[src/rtl/axi_read_slave_rr.sv]
// AXI3 read slave with per-ID request queues, a round-robin arbiter
// and a burst engine driving a single-port synchronous device.
module axi_read_slave_rr #(
   parameter int BusWidth  = 32,
   parameter int TagBits   = 2,
   parameter int FifoDepth = 4
) (
   input  logic                ACLK,
   input  logic                ARESET,
   output logic [BusWidth-1:0] address_out,
   output logic                devread,
   input  logic [BusWidth-1:0] data_in,
   input  logic [TagBits-1:0]  ARID,
   input  logic [BusWidth-1:0] ARADDR,
   input  logic [3:0]          ARLEN,
   input  logic [1:0]          ARSIZE,
   input  logic [1:0]          ARBURST,
   input  logic                ARVALID,
   output logic                ARREADY,
   output logic [TagBits-1:0]  RID,
   output logic [BusWidth-1:0] RDATA,
   output logic [1:0]          RRESP,
   output logic                RLAST,
   output logic                RVALID,
   input  logic                RREADY
);

   localparam int NumId = 1 << TagBits;
   localparam int PtrW  = $clog2(FifoDepth);
   localparam int CntW  = $clog2(FifoDepth + 1);
   localparam int BB    = BusWidth / 8;

   typedef struct packed {
      logic [BusWidth-1:0] addr;
      logic [3:0]          len;
      logic [1:0]          size;
      logic [1:0]          burst;
   } ar_t;

   typedef enum logic [1:0] {
      S_IDLE  = 2'd0,
      S_FETCH = 2'd1,
      S_BEAT  = 2'd2
   } state_t;

   ar_t              q_mem [NumId][FifoDepth];
   logic [PtrW-1:0]  q_wr  [NumId];
   logic [PtrW-1:0]  q_rd  [NumId];
   logic [CntW-1:0]  q_cnt [NumId];
   logic [CntW-1:0]  cnt_nxt [NumId];
   logic [NumId-1:0] q_full;
   logic [NumId-1:0] push_v;
   logic [NumId-1:0] pop_v;

   state_t              state;
   logic [TagBits-1:0]  rr_ptr;
   logic [TagBits-1:0]  pick_id;
   logic [TagBits-1:0]  idx;
   logic                pick_ok;
   logic                pop;
   logic                ar_fire;
   ar_t                 head;
   logic                head_err;
   logic [BusWidth-1:0] head_nb;
   logic [BusWidth-1:0] head_tot;

   logic [BusWidth-1:0] cur_addr;
   logic [1:0]          cur_size;
   logic [1:0]          cur_burst;
   logic [BusWidth-1:0] wrap_lb;
   logic [BusWidth-1:0] wrap_tot;
   logic [3:0]          beats_left;
   logic                cur_err;
   logic [BusWidth-1:0] nb_w;
   logic [BusWidth-1:0] nxt_addr;
   logic [BusWidth-1:0] wrap_a;

   function automatic logic ar_err(input ar_t e);
      logic bad_len;
      bad_len = !(e.len == 4'd1 || e.len == 4'd3 ||
                  e.len == 4'd7 || e.len == 4'd15);
      return ((1 << e.size) > BB) || (e.burst == 2'b11) ||
             (e.burst == 2'b10 && bad_len);
   endfunction

   // Byte lanes a narrow beat actually carries.
   function automatic logic [BusWidth-1:0] lane_mask(
      input logic [BusWidth-1:0] a,
      input logic [1:0]          sz
   );
      int nb;
      int al;
      int lo;
      int hi;
      logic [BusWidth-1:0] m;
      nb = 1 << sz;
      al = int'(a[7:0]) & ~(nb - 1);
      lo = int'(a[7:0]) % BB;
      hi = (al % BB) + nb - 1;
      m  = '0;
      for (int j = 0; j < BB; j++) begin
         if (j >= lo && j <= hi) m[j*8 +: 8] = 8'hFF;
      end
      return m;
   endfunction

   assign ARREADY = !ARESET && !q_full[ARID];
   assign ar_fire = ARVALID && ARREADY;
   assign pop     = (state == S_IDLE) && pick_ok && !ARESET;

   // Round-robin pick: first non-empty queue after the last one served.
   always_comb begin
      pick_ok = 1'b0;
      pick_id = '0;
      idx     = '0;
      for (int k = 1; k <= NumId; k++) begin
         idx = rr_ptr + TagBits'(k);
         if (!pick_ok && q_cnt[idx] != '0) begin
            pick_ok = 1'b1;
            pick_id = idx;
         end
      end
   end

   // Per-queue push/pop strobes and next occupancy.
   always_comb begin
      for (int i = 0; i < NumId; i++) begin
         push_v[i]  = ar_fire && (ARID == TagBits'(i));
         pop_v[i]   = pop && (pick_id == TagBits'(i));
         cnt_nxt[i] = q_cnt[i] + CntW'(push_v[i]) - CntW'(pop_v[i]);
      end
   end

   // Head entry of the picked queue and its burst geometry.
   always_comb begin
      head     = q_mem[pick_id][q_rd[pick_id]];
      head_err = ar_err(head);
      head_nb  = BusWidth'(1) << head.size;
      head_tot = head_nb * (BusWidth'(head.len) + BusWidth'(1));
   end

   // Next beat address for the active burst.
   always_comb begin
      nb_w   = BusWidth'(1) << cur_size;
      wrap_a = cur_addr + nb_w;
      if (wrap_a == wrap_lb + wrap_tot) wrap_a = wrap_lb;
      unique case (1'b1)
         cur_burst == 2'b00: nxt_addr = cur_addr;
         cur_burst == 2'b10: nxt_addr = wrap_a;
         default:            nxt_addr = (cur_addr & ~(nb_w - 1)) + nb_w;
      endcase
   end

   // Queue storage; contents need no reset, pointers guard validity.
   always_ff @(posedge ACLK) begin
      if (ar_fire) begin
         q_mem[ARID][q_wr[ARID]] <= '{ARADDR, ARLEN, ARSIZE, ARBURST};
      end
   end

   // Queue pointers, occupancy and registered full flags.
   always_ff @(posedge ACLK) begin
      if (ARESET) begin
         for (int i = 0; i < NumId; i++) begin
            q_wr[i]   <= '0;
            q_rd[i]   <= '0;
            q_cnt[i]  <= '0;
            q_full[i] <= 1'b0;
         end
      end else begin
         for (int i = 0; i < NumId; i++) begin
            if (push_v[i]) q_wr[i] <= q_wr[i] + 1'b1;
            if (pop_v[i])  q_rd[i] <= q_rd[i] + 1'b1;
            q_cnt[i]  <= cnt_nxt[i];
            q_full[i] <= (cnt_nxt[i] == CntW'(FifoDepth));
         end
      end
   end

   // Burst engine: IDLE picks, FETCH reads the device, BEAT presents R.
   always_ff @(posedge ACLK) begin
      if (ARESET) begin
         state       <= S_IDLE;
         rr_ptr      <= '0;
         cur_addr    <= '0;
         cur_size    <= '0;
         cur_burst   <= '0;
         wrap_lb     <= '0;
         wrap_tot    <= '0;
         beats_left  <= '0;
         cur_err     <= 1'b0;
         address_out <= '0;
         devread     <= 1'b0;
         RID         <= '0;
         RDATA       <= '0;
         RRESP       <= 2'b00;
         RLAST       <= 1'b0;
         RVALID      <= 1'b0;
      end else begin
         unique case (state)
            S_IDLE: begin
               if (pick_ok) begin
                  rr_ptr     <= pick_id;
                  RID        <= pick_id;
                  cur_addr   <= head.addr;
                  cur_size   <= head.size;
                  cur_burst  <= head.burst;
                  wrap_tot   <= head_tot;
                  wrap_lb    <= head.addr & ~(head_tot - BusWidth'(1));
                  beats_left <= head.len;
                  cur_err    <= head_err;
                  devread    <= !head_err;
                  if (!head_err) address_out <= head.addr;
                  state      <= S_FETCH;
               end
            end
            S_FETCH: begin
               devread <= 1'b0;
               RDATA   <= cur_err ? '0
                                  : (data_in & lane_mask(cur_addr, cur_size));
               RRESP   <= cur_err ? 2'b10 : 2'b00;
               RLAST   <= (beats_left == 4'd0);
               RVALID  <= 1'b1;
               state   <= S_BEAT;
            end
            S_BEAT: begin
               if (RREADY) begin
                  RVALID <= 1'b0;
                  if (RLAST) begin
                     state <= S_IDLE;
                  end else begin
                     cur_addr   <= nxt_addr;
                     beats_left <= beats_left - 4'd1;
                     devread    <= !cur_err;
                     if (!cur_err) address_out <= nxt_addr;
                     state      <= S_FETCH;
                  end
               end
            end
            default: state <= S_IDLE;
         endcase
      end
   end

endmodule

[config.mk]
export PLATFORM = sky130hd
export DESIGN_NAME = axi_read_slave_rr
export DESIGN_NICKNAME = d
export VERILOG_FILES = /design/src/rtl/axi_read_slave_rr.sv
export SDC_FILE = /design/constraint.sdc
export NUM_CORES = 1
export LEC_CHECK = 0
export CAP_MARGIN = 20
export CORE_UTILIZATION = 40
export DETAILED_ROUTE_END_ITERATION = 6
export PLACE_DENSITY_LB_ADDON = 0.3
export SLEW_MARGIN = 0
export SYNTH_ARGS = -nofsm -noshare
export SYNTH_HDL_FRONTEND = slang
export SYNTH_SLANG_ARGS = --single-unit
[constraint.sdc]
create_clock -name ACLK -period 13.1 [get_ports ACLK]
set_clock_uncertainty 0.05 [all_clocks]
set_input_delay 2.62 -clock ACLK [delete_from_list [all_inputs] [get_ports ACLK]]
set_output_delay 2.62 -clock ACLK [all_outputs]
set_load 0.1 [all_outputs]
==> flow_metrics.py <==
metrics = {
    "timing": {
        "period_share": 0.7048,
        "setup_viol": 0,
        "slew_headroom": 0.2050,
        "maxSlewViolCount": 0,
        "tns_ps": 0,
        "grt_setup_unrepaired": "no",
        "fmax_mhz": 108.3,
        "final-hold-violation-count": 0,
        "min_period_ps": 9233,
        "tightest_slew_ps": 1192,
    },
    "cts": {
        "postCtsSetupBuffers": 0,
        "clock_path_buffers": 3,
        "clk_latency_ps": 650,
        "clock_sinks": 829,
        "ctsResizeCount": 0,
        "postCtsHoldBufs": 0,
        "cts_buffers": 89,
        "clkTransAtPathRegs_ps": 60,
        "htree_num_levels": 3,
        "cts_tree": "yes",
        "root_buffer": "clkbuf_16",
    },
    "finish": {
        "drive_above_1_share": 0.07246,
        "final_nets": 3668,
        "instances_no_fill": 4857,
        "syn2layout_area_growth_pct": 14.81,
        "final_core_util": 0.4636,
    },
    "setup_path": {
        "crit_arrival_ps": 9770,
        "worstSetupPathType": "reg -> reg",
        "r2r-start": "q_cnt[3][0]$_SDFF_PP0_",
        "crit_start": "q_cnt[3][0]$_SDFF_PP0_",
        "required_ps": 13630,
        "r2r_cells": 27,
        "worst_setup_path_end_kind": "flip-flop",
        "critPathLaunchType": "flip-flop",
        "cp_max_fo": 47,
    },
    "synthesis": {
        "syn_area_mm2": 0.03837,
        "yosys_warnings": 0,
        "ys_seq_elements": 829,
        "yosysMostFrequentCell": "nand2_1",
        "synthTopCellsByArea": "edfxtp_1, dfxtp_1, nand2_1, mux2i_1, nand3_1",
        "synthCells": 3457,
        "synth_cell_types": 93,
        "avgSynthCellArea_um2": 11.10,
        "synth_ff_type": "edfxtp_1",
        "synth_top_area_frac": 0.5134,
        "yosys.area.top_type": "edfxtp_1",
        "synth_edf_count": 656,
        "synth_seq_area_share": 0.6037,
        "syn_nets": 3606,
        "synth_common_cells": "nand2_1, edfxtp_1, nand3_1",
        "synthArstFlopShare": 0,
    },
    "flow_run": {
        "maxCapViolCount": 0,
    },
    "global_routing": {
        "grt_pass1_wl_mm": 160.0,
        "grt_overflow": 0,
        "grt_pass1_vias": 25700,
        "grt_use_total": 0.2142,
        "antenna_found_initial": 7,
        "grt_max_degree": 162,
    },
    "run_status": {
        "status": "completed",
    },
    "drt": {
        "routed_wl_mm": 105.8,
        "drcViolationCount": 0,
        "via_count": 26940,
        "ant_nets": 0,
        "routedWlPerCell_um": 21.78,
        "vias_per_cell": 5.546,
        "drt-initial-drc-count": 2541,
        "firstDrtPassIters": 7,
    },
    "placed_design": {
        "place.detailed.instances": 4693,
        "place_congestion": 0.9464,
        "io_buffer_count": 148,
        "hpwl_mm": 61.41,
    },
    "floorplanning": {
        "ios": 150,
        "rows": 113,
        "start_util": 0.4038,
        "core_area_mm2": 0.09501,
        "dieHeight_um": 311.7,
        "die_w_um": 311.7,
        "die_area_mm2": 0.09716,
    },
    "min_path": {
        "hp-start": "address_out[17]$_SDFFE_PP0P_",
        "hold_path_class": "reg -> reg",
        "hold_depth": 2,
    },
}
## area by class of cell
| class | instances | area (um2) |
|---|---|---|
| fill | 8649 | 50960 |
| sequential | 829 | 23160 |
| inverter | 59 | 221.5 |
| antenna | 4 | 10.01 |
| tap | 1265 | 1583 |
| clock buffer | 115 | 2421 |
| timing repair buffer | 205 | 1931 |
| multi-input combinational | 2335 | 14210 |
| clock inverter | 45 | 508.0 |
## routing by layer
| layer | GRT usage | wire [um] |
|---|---|---|
| met1 | 0.2903 | 45510 |
| met4 | 0.06406 | 2578 |
| met3 | 0.04139 | 7701 |
| met5 | 0 | 56 |
| met2 | 0.3475 | 49940 |
## cells in the final DEF (no fill, tap or decap), drive strengths merged, types with 22 or more instances in the layout
cell type | Yosys | routed
a211oi | 56 | 56
a21oi | 160 | 160
a311oi | 68 | 68
a31oi | 67 | 67
and2 | 26 | 26
and3 | 82 | 82
buf | 84 | 58
clkbuf | 150 | 115
clkdlybuf4s50 | 0 | 147
clkinv | 0 | 22
dfxtp | 173 | 173
edfxtp | 656 | 656
ha | 57 | 57
inv | 59 | 65
mux2i | 112 | 112
nand2 | 699 | 699
nand3 | 205 | 205
nor2 | 203 | 203
nor2b | 49 | 49
nor3 | 51 | 51
o21ai | 47 | 47
or3 | 23 | 23
xnor2 | 70 | 70
xor2 | 33 | 33
## worst max-delay path, stage by stage (launching register included)
cell and delay, ps:
dfxtp_1 330, or3_1 470, a221oi_1 1030, o21a_4 640
o211ai_1 290, nand2_4 620, buf_4 640, a311oi_1 120
a31oi_1 210, nor2_1 50, or2_2 360, ha_1 260
xnor2_1 280, nand2_1 110, fa_1 490, inv_1 50
fa_1 470, ha_1 310, ha_1 340, a21oi_1 240
o21bai_1 90, a21oi_1 230, xnor2_1 200, nand2b_1 200
nor3b_1 80, a21boi_1 680, o21ai_0 220, nand2_1 90
## metrics by stage
| step | hold WS [ps] | worst slack, ps | instance area (um2) |
|---|---|---|---|
| 2_1_floorplan | 390.0 | 4481 | 38370 |
| 3_3_place_gp | 392.8 | 4007 | 41100 |
| 3_5_place_dp | 397.1 | 3926 | 41110 |
| 4_1_cts | 406.4 | 3870 | 44040 |
| 5_1_grt | 426.8 | 3219 | 44040 |
| 6_report | 404.0 | 3867 | 44050 |
## sequential cells by signal (all words and copies together) (netlist names), named ones only
signal       flops
devread          1
RRESP            1
cur_err          1
cur_burst        2
rr_ptr           2
RLAST            1
beats_left       4
address_out     32
wrap_lb         32
state            2
q_mem          640
cur_addr        32
RDATA           32
RVALID           1
q_rd             8
q_full           4
q_wr             8
wrap_tot        10
cur_size         2
q_cnt           12
## cell families after synthesis
logic type / count (synthesis) / synth area share
AOI/OAI and AO/OA: 572 / 0.1034
xor gates and xnor gates: 110 / 0.02765
adders and majority gates: 71 / 0.02589
buffers and inverters: 293 / 0.03101
DFF: 829 / 0.6037
muxes: 121 / 0.03313
other: 1 / 0.00009774
and+or+nand+nor: 1460 / 0.1752
## worst paths after layout
kind                                                      to  slack (ps)
worst max register to register      wrap_lb[19]$_SDFFE_PP0P_        3870
worst min-delay path            address_out[17]$_SDFFE_PP0P_         400
worst max-delay path                wrap_lb[19]$_SDFFE_PP0P_        3870
worst min register to register  address_out[17]$_SDFFE_PP0P_         400
Power is not shown: default switching activity piles up to over one toggle a cycle in this logic, so the estimate is an artifact.
